### src/rtl/edge_pkg.sv
// Shared definitions for the multi-channel edge pulser: per-channel edge-select encodings.
package edge_pkg;

    typedef enum logic [1:0] {
        MODE_OFF  = 2'b00,
        MODE_RISE = 2'b01,
        MODE_FALL = 2'b10,
        MODE_BOTH = 2'b11
    } edge_mode_t;

endpackage

### src/rtl/edge_pulser_ch.sv
// One channel: input synchroniser, edge detector, non-retriggerable pulse/hold-off
// counter and sticky missed-edge flag.
module edge_pulser_ch
    import edge_pkg::*;
#(
    parameter int SYNC_STAGES = 2,
    parameter int PULSE_LEN   = 1,
    parameter int HOLDOFF     = 0,
    parameter int BUSY_W      = 1
) (
    input  logic       clock,
    input  logic       reset,
    input  logic       signal_i,
    input  edge_mode_t mode_i,
    input  logic       missed_clr_i,
    input  logic       primed_i,
    output logic       pulse_o,
    output logic       pulse_next_o,
    output logic       level_o,
    output logic       missed_o
);

    localparam logic [BUSY_W-1:0] BUSY_LOAD = BUSY_W'(PULSE_LEN + HOLDOFF);
    localparam logic [BUSY_W-1:0] HOLD_LVL  = BUSY_W'(HOLDOFF);
    localparam logic [BUSY_W-1:0] BUSY_ONE  = BUSY_W'(1);

    logic [SYNC_STAGES-1:0] sync_q, sync_d;
    logic                   hist_q, hist_d;
    logic [BUSY_W-1:0]      busy_q, busy_d;
    logic                   pulse_q, pulse_d;
    logic                   missed_q, missed_d;

    logic sync_last, rise, fall, det, accept, reject;

    assign sync_last = sync_q[SYNC_STAGES-1];
    assign rise      = sync_last & ~hist_q;
    assign fall      = ~sync_last & hist_q;

    always_comb begin
        det = 1'b0;
        case (mode_i)
            MODE_RISE: det = rise;
            MODE_FALL: det = fall;
            MODE_BOTH: det = rise | fall;
            default:   det = 1'b0;
        endcase
    end

    // A counter at 1 expires this edge, so a new edge may be accepted now;
    // this gives back-to-back acceptance at a spacing of PULSE_LEN+HOLDOFF.
    assign accept = det & primed_i & (busy_q <= BUSY_ONE);
    assign reject = det & primed_i & ~accept;

    always_comb begin
        sync_d = {sync_q[SYNC_STAGES-2:0], signal_i};
        hist_d = sync_last;
        busy_d = busy_q;
        if (accept) begin
            busy_d = BUSY_LOAD;
        end else if (busy_q != '0) begin
            busy_d = busy_q - BUSY_ONE;
        end
        pulse_d  = (busy_d > HOLD_LVL);
        missed_d = (missed_q & ~missed_clr_i) | reject;
    end

    always_ff @(posedge clock) begin
        if (reset) begin
            sync_q   <= '0;
            hist_q   <= 1'b0;
            busy_q   <= '0;
            pulse_q  <= 1'b0;
            missed_q <= 1'b0;
        end else begin
            sync_q   <= sync_d;
            hist_q   <= hist_d;
            busy_q   <= busy_d;
            pulse_q  <= pulse_d;
            missed_q <= missed_d;
        end
    end

    assign pulse_o      = pulse_q;
    assign pulse_next_o = pulse_d;
    assign level_o      = sync_last;
    assign missed_o     = missed_q;

endmodule

### src/rtl/multi_edge_pulser.sv
// Multi-channel asynchronous-input edge pulser: NCH independent channels sharing a
// post-reset priming counter, plus a registered OR of all pulses.
module multi_edge_pulser
    import edge_pkg::*;
#(
    parameter int NCH         = 8,
    parameter int SYNC_STAGES = 2,
    parameter int PULSE_LEN   = 1,
    parameter int HOLDOFF     = 0
) (
    input  logic             clock,
    input  logic             reset,
    input  logic [NCH-1:0]   signal,
    input  logic [2*NCH-1:0] mode,
    input  logic [NCH-1:0]   missed_clr,
    output logic [NCH-1:0]   pulse,
    output logic [NCH-1:0]   level,
    output logic [NCH-1:0]   missed,
    output logic             any_pulse
);

    localparam int CW = $clog2(PULSE_LEN + HOLDOFF + 1);
    localparam int PW = $clog2(SYNC_STAGES + 2);
    localparam logic [PW-1:0] PRIME_END = PW'(SYNC_STAGES + 1);

    logic [PW-1:0]  prime_q, prime_d;
    logic           primed;
    logic           any_pulse_q, any_pulse_d;
    logic [NCH-1:0] pulse_next;

    assign primed = (prime_q == PRIME_END);

    always_comb begin
        prime_d     = primed ? prime_q : prime_q + PW'(1);
        any_pulse_d = |pulse_next;
    end

    always_ff @(posedge clock) begin
        if (reset) begin
            prime_q     <= '0;
            any_pulse_q <= 1'b0;
        end else begin
            prime_q     <= prime_d;
            any_pulse_q <= any_pulse_d;
        end
    end

    assign any_pulse = any_pulse_q;

    for (genvar i = 0; i < NCH; i++) begin : g_ch
        edge_pulser_ch #(
            .SYNC_STAGES (SYNC_STAGES),
            .PULSE_LEN   (PULSE_LEN),
            .HOLDOFF     (HOLDOFF),
            .BUSY_W      (CW)
        ) u_ch (
            .clock        (clock),
            .reset        (reset),
            .signal_i     (signal[i]),
            .mode_i       (edge_mode_t'(mode[2*i +: 2])),
            .missed_clr_i (missed_clr[i]),
            .primed_i     (primed),
            .pulse_o      (pulse[i]),
            .pulse_next_o (pulse_next[i]),
            .level_o      (level[i]),
            .missed_o     (missed[i])
        );
    end

endmodule

### config.mk
export PLATFORM = sky130hd
export DESIGN_NAME = multi_edge_pulser
export DESIGN_NICKNAME = d
export VERILOG_FILES = /design/src/rtl/edge_pkg.sv /design/src/rtl/edge_pulser_ch.sv /design/src/rtl/multi_edge_pulser.sv
export SDC_FILE = /design/constraint.sdc
export NUM_CORES = 1
export LEC_CHECK = 0
export CAP_MARGIN = 20
export CORE_MARGIN = 1.5
export CORE_UTILIZATION = 46
export DETAILED_ROUTE_END_ITERATION = 10
export PLACE_DENSITY = 0.8
export SLEW_MARGIN = 30
export SYNTH_ARGS = -nofsm -noshare
export SYNTH_HDL_FRONTEND = slang
export SYNTH_SLANG_ARGS = --single-unit
### constraint.sdc
create_clock -name clock -period 1.82 [get_ports clock]
set_input_delay 0.273 -clock clock [delete_from_list [all_inputs] [get_ports clock]]
set_output_delay 0.273 -clock clock [all_outputs]
set_load 0.05 [all_outputs]
# Yosys cells after proc, flatten, opt, wreduce, memory -nomap -nowiden
# Cells that the tools add are included.
# op_classes
addsub,9
n_lt_le_gt_ge,16
n_eq_ne,25
muxes,24
bitwise_logic,96
reduce_logical,1
# op_table
cell,count
bitwise AND 1 bit,48
"equality test 2 bit, second input constant",17
inverter 1 bit,32
case mux 1 bit (3 select lines),8
"equality test 2 x 1 -> 1 bit, second input constant",8
2-to-1 mux 1 bit,16
bitwise OR 1 bit,16
"> comparator 1 bit, second input constant",8
"<= comparator 1 bit, second input constant",8
OR reduction 8 bit,1
"subtractor 1 bit, second input constant",8
"adder 2 x 1 -> 2 bit, second input constant",1
# word_totals
reg_bits,51
output_inout_bits,25
word_cells,213

# Logic depth before layout (Yosys ltp)
# logic_depth
ltp_word,9
mapped_depth,6
ltp_nobuf,6

# Modules after synthesis
# From an unflattened synthesis, not the netlist that was laid out.
# unflattened
hier_cells,171
hier_area_um2,1727.9
# by_module_without_submodules
mod,n_inst,cells_per_inst,area_each_um2,seq_area_each_um2
edge_pulser_ch,8,20,201.4,100.1
multi_edge_pulser,1,11,116.4,60.1

# Least setup slack after synthesis
# Ideal clock, no wire load.
# synth_timing
path_kind,register to register
from,register g_ch[4].u_ch.hist_q
to,register any_pulse_q (netlist: any_pulse)
setup_time_ns,0.081
arrival_time_ns,1.258
required_ns,1.739
path_slack_ns,0.482
path_stages_with_launch,7
cell_sequence,dfxtp_1 inv_1 ha_1 nand2b_1 a311oi_2 nor4_1 a41oi_1
# synth_between
elab_chain_len,9
elab_cells_between_ends,10
# synth_rtl
item,line,source
"start, declared",edge_pulser_ch.sv:28,"logic hist_q, hist_d;"
"start signal, assigned",edge_pulser_ch.sv:76,hist_q <= hist_d;
inverter 1 bit,edge_pulser_ch.sv:36,assign rise = sync_last & ~hist_q;
bitwise AND 1 bit,edge_pulser_ch.sv:36,
bitwise OR 1 bit,edge_pulser_ch.sv:44,MODE_BOTH: det = rise | fall;
case mux 1 bit (3 select lines) (*),edge_pulser_ch.sv:41,case (mode_i)
bitwise AND 1 bit (*) (2 in a row),edge_pulser_ch.sv:51,assign accept = det & primed_i & (busy_q <= BUSY_ONE);
2-to-1 mux 1 bit (*),edge_pulser_ch.sv:58,if (accept) begin
> comparator 1 bit (*),edge_pulser_ch.sv:63,pulse_d = (busy_d > HOLD_LVL);
OR reduction 8 bit (*),multi_edge_pulser.sv:35,any_pulse_d = |pulse_next;
"end signal, assigned",multi_edge_pulser.sv:44,any_pulse_q <= any_pulse_d;
"end, declared",multi_edge_pulser.sv:28,"logic any_pulse_q, any_pulse_d;"
# Every way passes the cells marked *; elsewhere a longest branch is shown, timed or not.
# A chain may end at the register's enable or synchronous reset.

# Final worst setup path
# layout_timing
from,register g_ch[1].u_ch.sync_q[1]
to,output level[1]
# layout_lines
item,line,source
"start, declared",edge_pulser_ch.sv:27,"logic [SYNC_STAGES-1:0] sync_q, sync_d;"
"start signal, assigned",edge_pulser_ch.sv:75,sync_q <= sync_d;
"end, declared",multi_edge_pulser.sv:17,"output logic [NCH-1:0] level,"
# No word-level cell between the ends.

==> out/qor.txt <==
Outcome: complete, no violations
Worst EP arrival: 1.46 ns
Minimum clock period: 1.737 ns
Post-synthesis cell count: 184
Synthesized area: 1853 µm²
Area contributors post-synth: dfxtp_1 46%, ha_1 11%, buf_4 9.7%, nor2b_1 7.1%, nand2b_1 4.1%
RSZ-0062 raised after global routing: false
Tot GR Track Use: 0.1373
DRT iter0 DRCs: 34
Slowest library cell on the worst path: clkdlybuf4s50_1
Setup Skew: 0.005144 ns
Num CTS Buffers: 5
Setup WS pre-CTS: 0.1392 ns
Hold WC Path Type: reg -> reg
Post-synthesis sequential area ratio: 0.4646
Final period util: 0.9544
Max clock buf depth: 2
Via count of the routed design: 1,201
Share of cells above drive strength 1: 0.06335
Register bit total from synthesis: 43
Met2 wire length: 1.321 mm
Critical Path Source Type: flop
Layout Area Growth over Synthesis: 27.95%
DRT Pass-1 Iters: 3
Root Driver: clkbuf_8
Initial antenna violation count: 0
Post-Route WL: 2.782 mm
Vias in the first global route: 1,103
Ys Warns: 0
CTS sink count: 43
Cell-by-cell trace of the critical path: clkdlybuf4s50_1
Worst path max stage delay: 0.82 ns
Cell Count, Final, Fillers Out: 269
CTS tree: yes
Fin worst setup slack: 0.08295 ns
ANT nets after route: 0
Critical Path RT: 1.55 ns
Synth top area share: 0.4646
Critical path capture point type: output port
Buffer count from post-CTS setup fixing: 0
Post-layout nets: 273
CP Buf/Inv Count: 1
Io pins: 59
Most frequent cells in the layout: 56 x clkdlybuf4s50_1, 43 x dfxtp_1, 21 x nor2b_1, 17 x ha_1, 16 x inv_1
Clk Latency, worst-skew pair: 0.28 ns
WL met1: 1.308 mm
LEAKAGE: 0.8958 nW
Placed Cells: 263
DR DRC count: 0
WL/cell: 10.34 µm
Die Area: 4418 µm²
Slew Viols, Final: 0
Max-slew headroom: 0.6556
Initial core utilization: 0.4914
Die height: 66.47 µm
First-pass GRT wire length: 4.595 mm
Syn avg cell area: 10.07 µm²
Max-Cap Viols: 0
Final setup fails: 0
Die W: 66.47 µm
Top Metal Used: met4
Core Area: 3771 µm²
GRT overflow: 0
Count of port buffers added during placement: 58
Max Clk Rate: 0.5757 GHz
Final core occ: 0.6287
Count of different cell masters after synthesis: 20
Synth Net Count: 235
Post_cts resized: 0
Worst-margin pin slew: 0.5150 ns
CTS clock-pin slew for the worst setup and hold paths: 0.07 ns
Cell taking the most area after synthesis: dfxtp_1
ANT cells: 0
Largest net degree at the start of global routing: 44
Core Rows: 22
Final HPWL DP: 2.099 mm
Hold_buf cts: 0
Met3 routed WL: 133 µm
Worst vdd ir: 0.4489 mV
Setup CP Type: reg -> out
Pwr Density: 757.8 nW/µm²
H-Tree Depth: 2
Delay-heaviest family, CP: buffers and inverters
Total Neg Setup Slack: 0 ns
Max FO, Critical Path: 3
Routability cong.: 0.7246
Commonest non-fill, non-tap cell in the layout: clkdlybuf4s50_1
Via-to-Cell Ratio: 4.465
Final hold violation count: 0
[power breakdown]
| part | total (mW) | internal (mW) | leakage, nW | switching (mW) |
|---|---|---|---|---|
| Clock | 0.531 | 0.256 | 0.0371 | 0.276 |
| Sequential | 0.996 | 0.979 | 0.351 | 0.0168 |
| Combinational | 0.270 | 0.135 | 0.507 | 0.134 |
| Total | 1.80 | 1.37 | 0.896 | 0.427 |
[logic make-up (layout without fill, tap and decap cells)]
family / count (synthesis) / in the layout / share of synthesized area
simple gates: 56 / 56 / 0.1783
flops: 43 / 43 / 0.4646
xor+xnor: 1 / 1 / 0.004727
compound gates: 17 / 17 / 0.07766
fa+ha+maj: 17 / 17 / 0.1148
buf+inv: 47 / 84 / 0.1438
mux: 3 / 3 / 0.01621
[cell type report]
class	count	area, µm²
Fill cell	340	1400
Sequential cell	43	860.8
Multi-Input combinational cell	94	725.7
Timing Repair Buffer	59	580.6
Clock buffer	6	72.57
Inverter	19	71.32
Tap cell	48	60.06
[Yosys cell counts]
library cell	instances
nand2b_1	12
nor2b_2	1
inv_2	1
a311oi_2	4
a21oi_1	8
mux2i_1	3
inv_1	16
dfxtp_1	43
buf_4	24
xor2_1	1
nor2b_1	21
clkinv_1	2
nor2_1	13
nor4_1	1
nor3b_1	8
clkbuf_1	4
a41oi_1	1
ha_1	17
a311oi_1	2
a211o_1	2
[registers in the layout, summed over array words and instances, names as in the netlist]
register,flops
g_ch.u_ch.pulse_o,2
prime_q,2
g_ch.u_ch.busy_q,6
g_ch.u_ch.missed_o,8
g_ch.u_ch.hist_q,8
any_pulse,1
g_ch.u_ch.sync_q,16
[metal layers]
layer / GRT usage / vias up
met5: 0 / -
met4: 0.04592 / 0
met3: 0.04730 / 2
met2: 0.2250 / 30
met1: 0.1675 / 530
li1: - / 639
[final timing paths]
check / from / end / slack [ns] / cells past startpoint
hold / removal: g_ch[2].u_ch.sync_q[0]$_SDFF_PP0_ / g_ch[2].u_ch.sync_q[1]$_SDFF_PP0_ / 0.44 / 1
hold reg to reg: g_ch[2].u_ch.sync_q[0]$_SDFF_PP0_ / g_ch[2].u_ch.sync_q[1]$_SDFF_PP0_ / 0.44 / 1
setup / recovery: g_ch[1].u_ch.sync_q[1]$_SDFF_PP0_ / level[1] / 0.08 / 1
setup reg to reg: g_ch[5].u_ch.hist_q$_SDFF_PP0_ / any_pulse$_SDFF_PP0_ / 0.34 / 6
[metrics by stage]
step	total power, mW	hold WS [ns]	area, µm²
finish	1.797	0.4357	2371
global route	1.891	0.4481	2371
CTS	1.831	0.4382	2371
detailed placement	1.290	0.4220	2298
global placement	1.284	0.4169	2298
floorplan	1.177	0.3446	1853
No activity file was read; power rests on OpenSTA's default activity.
